===== src/rtl/regfile_sequencer.sv =====
// Instruction sequencer: fetches over req/valid, decodes, and drives register-file control for one EXEC cycle.
// Optional single-step mode (PAUSE after each executed instruction) is enabled by defining REGFILE_SEQ_STEP_EN.
module regfile_sequencer #(
  parameter int PC_WIDTH   = 8,
  parameter int DATA_WIDTH = 16
) (
  input  logic                  clk,
  input  logic                  reset,
  input  logic                  start,
`ifdef REGFILE_SEQ_STEP_EN
  input  logic                  step,
`endif
  output logic                  instr_req,
  output logic [PC_WIDTH-1:0]   instr_addr,
  input  logic                  instr_valid,
  input  logic [31:0]           instr_data,
  output logic [DATA_WIDTH-1:0] opcode,
  output logic [3:0]            addr_1,
  output logic [3:0]            addr_2,
  output logic [3:0]            addr_3,
  output logic [DATA_WIDTH-1:0] imm_data,
  output logic                  wr_sel_imm,
  input  logic [DATA_WIDTH-1:0] read_data_reg,
  output logic [DATA_WIDTH-1:0] rd_data,
  output logic                  rd_valid,
  output logic                  busy,
  output logic                  halted
);

  typedef enum logic [2:0] {
    IDLE, FETCH, EXEC, HALTED
`ifdef REGFILE_SEQ_STEP_EN
    , PAUSE
`endif
  } state_e;

  typedef enum logic [2:0] {K_NOP, K_ALU, K_WR, K_RD, K_HALT} kind_e;

`ifdef REGFILE_SEQ_STEP_EN
  localparam state_e POST_EXEC = PAUSE;
`else
  localparam state_e POST_EXEC = FETCH;
`endif

  state_e              state, state_n;
  kind_e               kind, kind_in;
  logic [PC_WIDTH-1:0] pc;
  logic                unused_rsvd;

  assign unused_rsvd = ^instr_data[3:0];

  always_comb begin
    kind_in = K_NOP;
    if (instr_data[31:28] == 4'b0001)      kind_in = K_ALU;
    else if (instr_data[31:24] == 8'h21)   kind_in = K_WR;
    else if (instr_data[31:24] == 8'h22)   kind_in = K_RD;
    else if (instr_data[31:24] == 8'hFF)   kind_in = K_HALT;
  end

  always_comb begin
    state_n = state;
    case (state)
      IDLE, HALTED: if (start) state_n = FETCH;
      FETCH:        if (instr_valid) state_n = EXEC;
      EXEC:         state_n = (kind == K_HALT) ? HALTED : POST_EXEC;
`ifdef REGFILE_SEQ_STEP_EN
      PAUSE:        if (step) state_n = FETCH;
`endif
      default:      state_n = IDLE;
    endcase
  end

  // Control outputs are registered on the FETCH->EXEC edge so they are live for exactly the EXEC cycle.
  always_ff @(posedge clk or posedge reset) begin
    if (reset) begin
      state      <= IDLE;
      kind       <= K_NOP;
      pc         <= '0;
      opcode     <= '0;
      addr_1     <= '0;
      addr_2     <= '0;
      addr_3     <= '0;
      imm_data   <= '0;
      wr_sel_imm <= 1'b0;
      rd_data    <= '0;
      rd_valid   <= 1'b0;
    end else begin
      state      <= state_n;
      opcode     <= '0;
      addr_1     <= '0;
      addr_2     <= '0;
      addr_3     <= '0;
      imm_data   <= '0;
      wr_sel_imm <= 1'b0;
      rd_valid   <= 1'b0;
      if ((state == IDLE || state == HALTED) && start)
        pc <= '0;
      if (state == EXEC && kind != K_HALT)
        pc <= pc + PC_WIDTH'(1);
      if (state == FETCH && instr_valid) begin
        kind <= kind_in;
        case (kind_in)
          K_ALU: begin
            opcode <= DATA_WIDTH'(instr_data[31:16]);
            addr_1 <= instr_data[15:12];
            addr_2 <= instr_data[11:8];
            addr_3 <= instr_data[7:4];
          end
          K_WR: begin
            opcode     <= DATA_WIDTH'(instr_data[31:16]);
            addr_3     <= instr_data[19:16];
            imm_data   <= DATA_WIDTH'(instr_data[15:0]);
            wr_sel_imm <= 1'b1;
          end
          K_RD: begin
            opcode <= DATA_WIDTH'(instr_data[31:16]);
            addr_3 <= instr_data[19:16];
          end
          default: ;
        endcase
      end
      if (state == EXEC && kind == K_RD) begin
        rd_data  <= read_data_reg;
        rd_valid <= 1'b1;
      end
    end
  end

  // Combinational from state so an asynchronous reset drops the request immediately.
  assign instr_req  = (state == FETCH);
  assign instr_addr = pc;
  assign busy       = (state != IDLE) && (state != HALTED);
  assign halted     = (state == HALTED);

endmodule


===== config.mk =====
export PLATFORM = sky130hd
export DESIGN_NAME = regfile_sequencer
export DESIGN_NICKNAME = d
export VERILOG_FILES = /design/src/rtl/regfile_sequencer.sv
export SDC_FILE = /design/constraint.sdc
export NUM_CORES = 1
export LEC_CHECK = 0
export CAP_MARGIN = 20
export CORE_MARGIN = 4
export CORE_UTILIZATION = 46
export CTS_CLUSTER_SIZE = 40
export DETAILED_ROUTE_END_ITERATION = 12
export PLACE_DENSITY = 0.84
export SLEW_MARGIN = 10
export SYNTH_ARGS = -nofsm -noshare
export SYNTH_HDL_FRONTEND = slang
export SYNTH_SLANG_ARGS = --single-unit

===== constraint.sdc =====
create_clock -name clk -period 4.1 [get_ports clk]
set_input_delay 1.23 -clock clk [delete_from_list [all_inputs] [get_ports clk]]
set_output_delay 1.23 -clock clk [all_outputs]
set_load 0.01 [all_outputs]

; ---- Yosys cells after proc, flatten, opt, wreduce, memory -nomap -nowiden
; Cells that the tools add are included.
[totals]
reg_bits = 76
input_bits = 52
out_inout_bits = 73
[op_classes]
n_addsub = 1
n_eq_ne = 16
n_mux = 23
reduce_logical = 13
[ops]
columns = cell, n
row1 = $mux 16, 4
row2 = $mux 4, 5
row3 = $mux 3, 6
row4 = $eq 8x6->1 const B, 2
row5 = $mux 8, 2
row6 = $eq 3x2->1 const B, 5
row7 = $pmux 3 s3, 1
row8 = $add 8x1->8 const B, 1
row9 = $eq 8x8->1 const B, 1
row10 = $pmux 4 s2, 1
row11 = $eq 3x1->1 const B, 2
row12 = $logic_and 1x1->1, 5
row13 = $eq 4x1->1 const B, 1
row14 = $reduce_or 2->1, 2
row15 = $eq 3x3->1 const B, 1
row16 = $logic_not 3->1, 1
row17 = $mux 1, 3
row18 = $ne 3x2->1 const B, 1
row19 = $ne 3x3->1 const B, 1
row20 = $reduce_bool 3->1, 1
row21 = $reduce_or 3->1, 1
row22 = $mux 2, 1
row23 = $ne 2x1->1 const B, 1
row24 = $ne 2x2->1 const B, 1
row25 = 3 further kinds, 3

; ---- Logic depth before layout (Yosys ltp)
[logic_depth]
depth_word = 9
ltp_mapped = 7
depth_no_buf = 5

; ---- Least setup slack after synthesis
; Ideal clock, no wire load.
[synth_path]
path_type = input-to-reg
startpoint = in instr_data[31]
endpoint = reg imm_data[6]
setup_time_ns = 0.121
arrival_time_ns = 2.170
required_ns = 3.979
path_slack_ns = 1.809
stages = 4
n_path_buf = 1
path_cell_list = or4b_1 nand3_2 buf_6 nor3_1
[synth_via]
elab_chain_cells = 8
[synth_rtl]
columns = element, line_no
row1 = "start, declared", 16  ; input logic [31:0] instr_data,
row2 = $eq 8x8->1, 57  ; else if (instr_data[31:24] == 8'hFF) kind_in = K_HALT;
row3 = $mux 3, 57
row4 = $mux 3, 56  ; else if (instr_data[31:24] == 8'h22) kind_in = K_RD;
row5 = $mux 3, 55  ; else if (instr_data[31:24] == 8'h21) kind_in = K_WR;
row6 = $mux 3 *, 54  ; if (instr_data[31:28] == 4'b0001) kind_in = K_ALU;
row7 = $eq 3x2->1 *, 102  ; case (kind_in)
row8 = $mux 16 *, 102
row9 = $mux 16 *, 100  ; if (state == FETCH && instr_valid) begin
row10 = "end signal, assigned", 112  ; imm_data <= DATA_WIDTH'(instr_data[15:0]);
row11 = "end, declared", 21  ; output logic [DATA_WIDTH-1:0] imm_data,
; Every way passes the cells marked *; elsewhere a longest branch is shown, timed or not.
; A chain may end at the register's enable or synchronous reset.

; ---- Worst setup path after layout
[layout_path]
startpoint = reg state[0]
endpoint = out busy
[layout_via]
elab_chain_cells = 2
[layout_rtl]
columns = element, line_no
row1 = "start, declared", 45  ; state_e state, state_n;
row2 = "start signal, assigned", 88  ; state <= state_n;
row3 = $ne 3x2->1 or $reduce_bool 3->1 (tied branches), 132  ; assign busy = (state != IDLE) && (state != HALTED);
row4 = $logic_and 1x1->1 *, 132
row5 = "end, declared", 26  ; output logic busy,
; Marked as above.

==> reports/metrics.csv <==
metric;value;unit
slew_headroom;57.56;%
period_share;71.84;%
hold_class;reg2reg;
num_antenna_cells;0;
setup.worst_path.start;state[0];
critPathRequiredTime;2870;ps
reg2reg_slack;1980;ps
crit_path_end_kind;primary output;
grt_start_max_net_pins;28;
hold_viol;0;
rows;29;
syn_inst;256;
clockBufferDepth;2;
rsz0062_at_grt;false;
viasPerCell;5.141;
totalWireLength;7380;um
io_buffers;124;
synthAdderAreaFrac;2.035;%
reg2reg_from;state[0];
ctsResizeCount;0;
synth_top_area_share;61.05;%
die_w;89.75;um
grt_pass1_vias;2461;
cp-start-kind;register;
area_growth;50.14;%
yosysMostFrequentCell;dfrtp_1;
drv_slew;0;
ys_ff_latch;75;
vias;2406;
cts_setup_buffers;0;
yosysTopAreaCell;dfrtp_1;
drt_pass1_iterations;4;
synthSimpleGateAreaFrac;18.76;%
fin_tns_setup;0;ps
synth_mux_area_share;7.163;%
gp_congestion;0.8029;
root_buffer;clkbuf_8;
status;finished clean;
power_density;406.8;nW/um^2
drc;0;
postSynth.asyncResetShare;100.0;%
cts-hold-fix-buffers;0;
multi_input_area;1056;sq um
skew;8.432;ps
drt_iter0_markers;51;
worst_pin_slew;634.9;ps
fillers;490;
clock_latency;330;ps
worstPathArrival;1720;ps
synthTopCellsByArea;dfrtp_1, mux2_2, inv_1, nand2_1, nor3_1;
instances_no_fill;468;
cts_tree;done;
grt_use_total;18.93;%
maxCapViolations;0;
die_h;89.75;um
synth_compound_area_share;5.576;%
synth_edf_count;0;
crit_end;busy;
yosys_most_used_dff;dfrtp_1;
gr-total-overflow;0;
yosysWarnings;0;
synth_top_family_by_area;simple AND/OR/NAND/NOR gates;
ant_nets;0;
dp_hpwl;5476;um
finalSetupViolCount;0;
worstSetupPathType;reg2out;
max_freq;0.3395;GHz
crit_fanout;4;
area.sequential;1877;sq um
yosys-top-cells-count;dfrtp_1, inv_1, nand2_1, mux2_2, nor3_1;
dp.cells;452;
htreeDepth;3;
start_util;47.87;%
layout.nets;443;
grt_pass1_wl;12280;um
path_clk_slew;80;ps
synth_xor_area_share;0.5698;%
io_pins;125;
reg2regPathDepth;4;
wire_per_inst;15.77;um
p_leak;2.038;nW
antenna_found_initial;0;
core;6422;sq um
dieArea;8055;sq um
min_period;2945;ps
avgSynthCellArea;12.01;sq um
cts_made_buffers;9;
yosysSeqAreaShare;61.05;%
reg2reg_to;rd_data[9];
cts_sinks;75;
drive_gt1_share;13.30;%
syn_area;3074;sq um
peakVddDrop;222.3;uV
synthDistinctLibCells;47;
## cell type report
class / instances / share of cell area (%)
well taps: 77 / 2.087
multi-input cells: 148 / 22.88
flip-flops and latches: 75 / 40.66
clock inverters: 4 / 1.572
inverters: 25 / 2.060
repair buffers: 127 / 27.38
clock buffers: 12 / 3.361
## stage by stage
stage               worst slack [ps]  total power, mW  hold WS [ps]  utilization, %  instance area (sq um)
CTS                             1135            1.897         509.2           71.87                   4616
global placement               942.4            1.249         486.6           68.32                   4388
finish                          1155            1.878         504.5           71.87                   4616
floorplan                      960.0            1.063         467.7               -                   3078
detailed placement             887.7            1.265         493.6           68.32                   4388
global route                    1077            1.972         526.1           71.87                   4616
## how the worst min path moves through the flow
| stage | startpoint | end | slack [ps] | cells past startpoint |
|---|---|---|---|---|
| final | rd_data[13] | rd_data[13] | 500 | 1 |
| after global routing | rd_data[5] | rd_data[5] | 530 | 1 |
| after CTS | rd_data[13] | rd_data[13] | 510 | 1 |
| after detailed placement | rd_data[7] | rd_data[7] | 490 | 1 |
| after global placement | rd_data[5] | rd_data[5] | 490 | 1 |
| after floorplan | kind[2] | kind[2] | 470 | 2 |
## cell usage in the layout, fill, tap and decap left out, types with 3 or more instances in the layout
master,count
a21oi_1,6
nor2_1,14
buf_4,3
o21ai_0,3
mux2_2,16
dfrtp_1,75
a31oi_1,4
mux2i_1,4
nand4_1,8
nand3_1,5
nor3_1,16
clkdlybuf4s50_1,124
ha_1,5
clkbuf_8,11
nand2_1,23
inv_1,24
nor3_2,7
## cell families after synthesis
kind of cell	Yosys count
AND/OR/NAND/NOR	95
flip-flops	75
buffers and inverters	34
AO/OA/AOI/OAI	24
multiplexers	20
adder cells (fa/ha/maj)	5
XOR/XNOR	2
other	1
## worst max-delay path, stage by stage, from the launching register on
cell,delay [ps]
dfrtp_1,400
inv_1,80
ha_1,320
inv_1,60
clkdlybuf4s50_1,520
## report_power, final
group          internal (mW)  switching [mW]  total, mW  leakage [nW]
Clock                  0.375           0.255      0.631         0.113
Combinational          0.207           0.220      0.427         0.927
Sequential             0.779          0.0405      0.819         0.998
Total                   1.36           0.516       1.88          2.04
## layer usage
| metal | global-route usage (%) | part of all wire, % | vias to the layer above |
|---|---|---|---|
| met5 | 0 | 0 | - |
| met2 | 31.83 | 49 | 109 |
| met1 | 23.17 | 42 | 1150 |
| met3 | 5.426 | 7.1 | 12 |
| li1 | - | - | 1135 |
| met4 | 7.280 | 1.7 | 0 |
## sequential cells by signal, summed over array words and instances (netlist names)
| register | flops |
|---|---|
| addr_1 | 4 |
| imm_data | 16 |
| kind | 3 |
| instr_addr | 8 |
| wr_sel_imm | 1 |
| rd_data | 16 |
| addr_3 | 4 |
| state | 2 |
| opcode | 16 |
| addr_2 | 4 |
| rd_valid | 1 |
(Power assumes the default switching activity.)
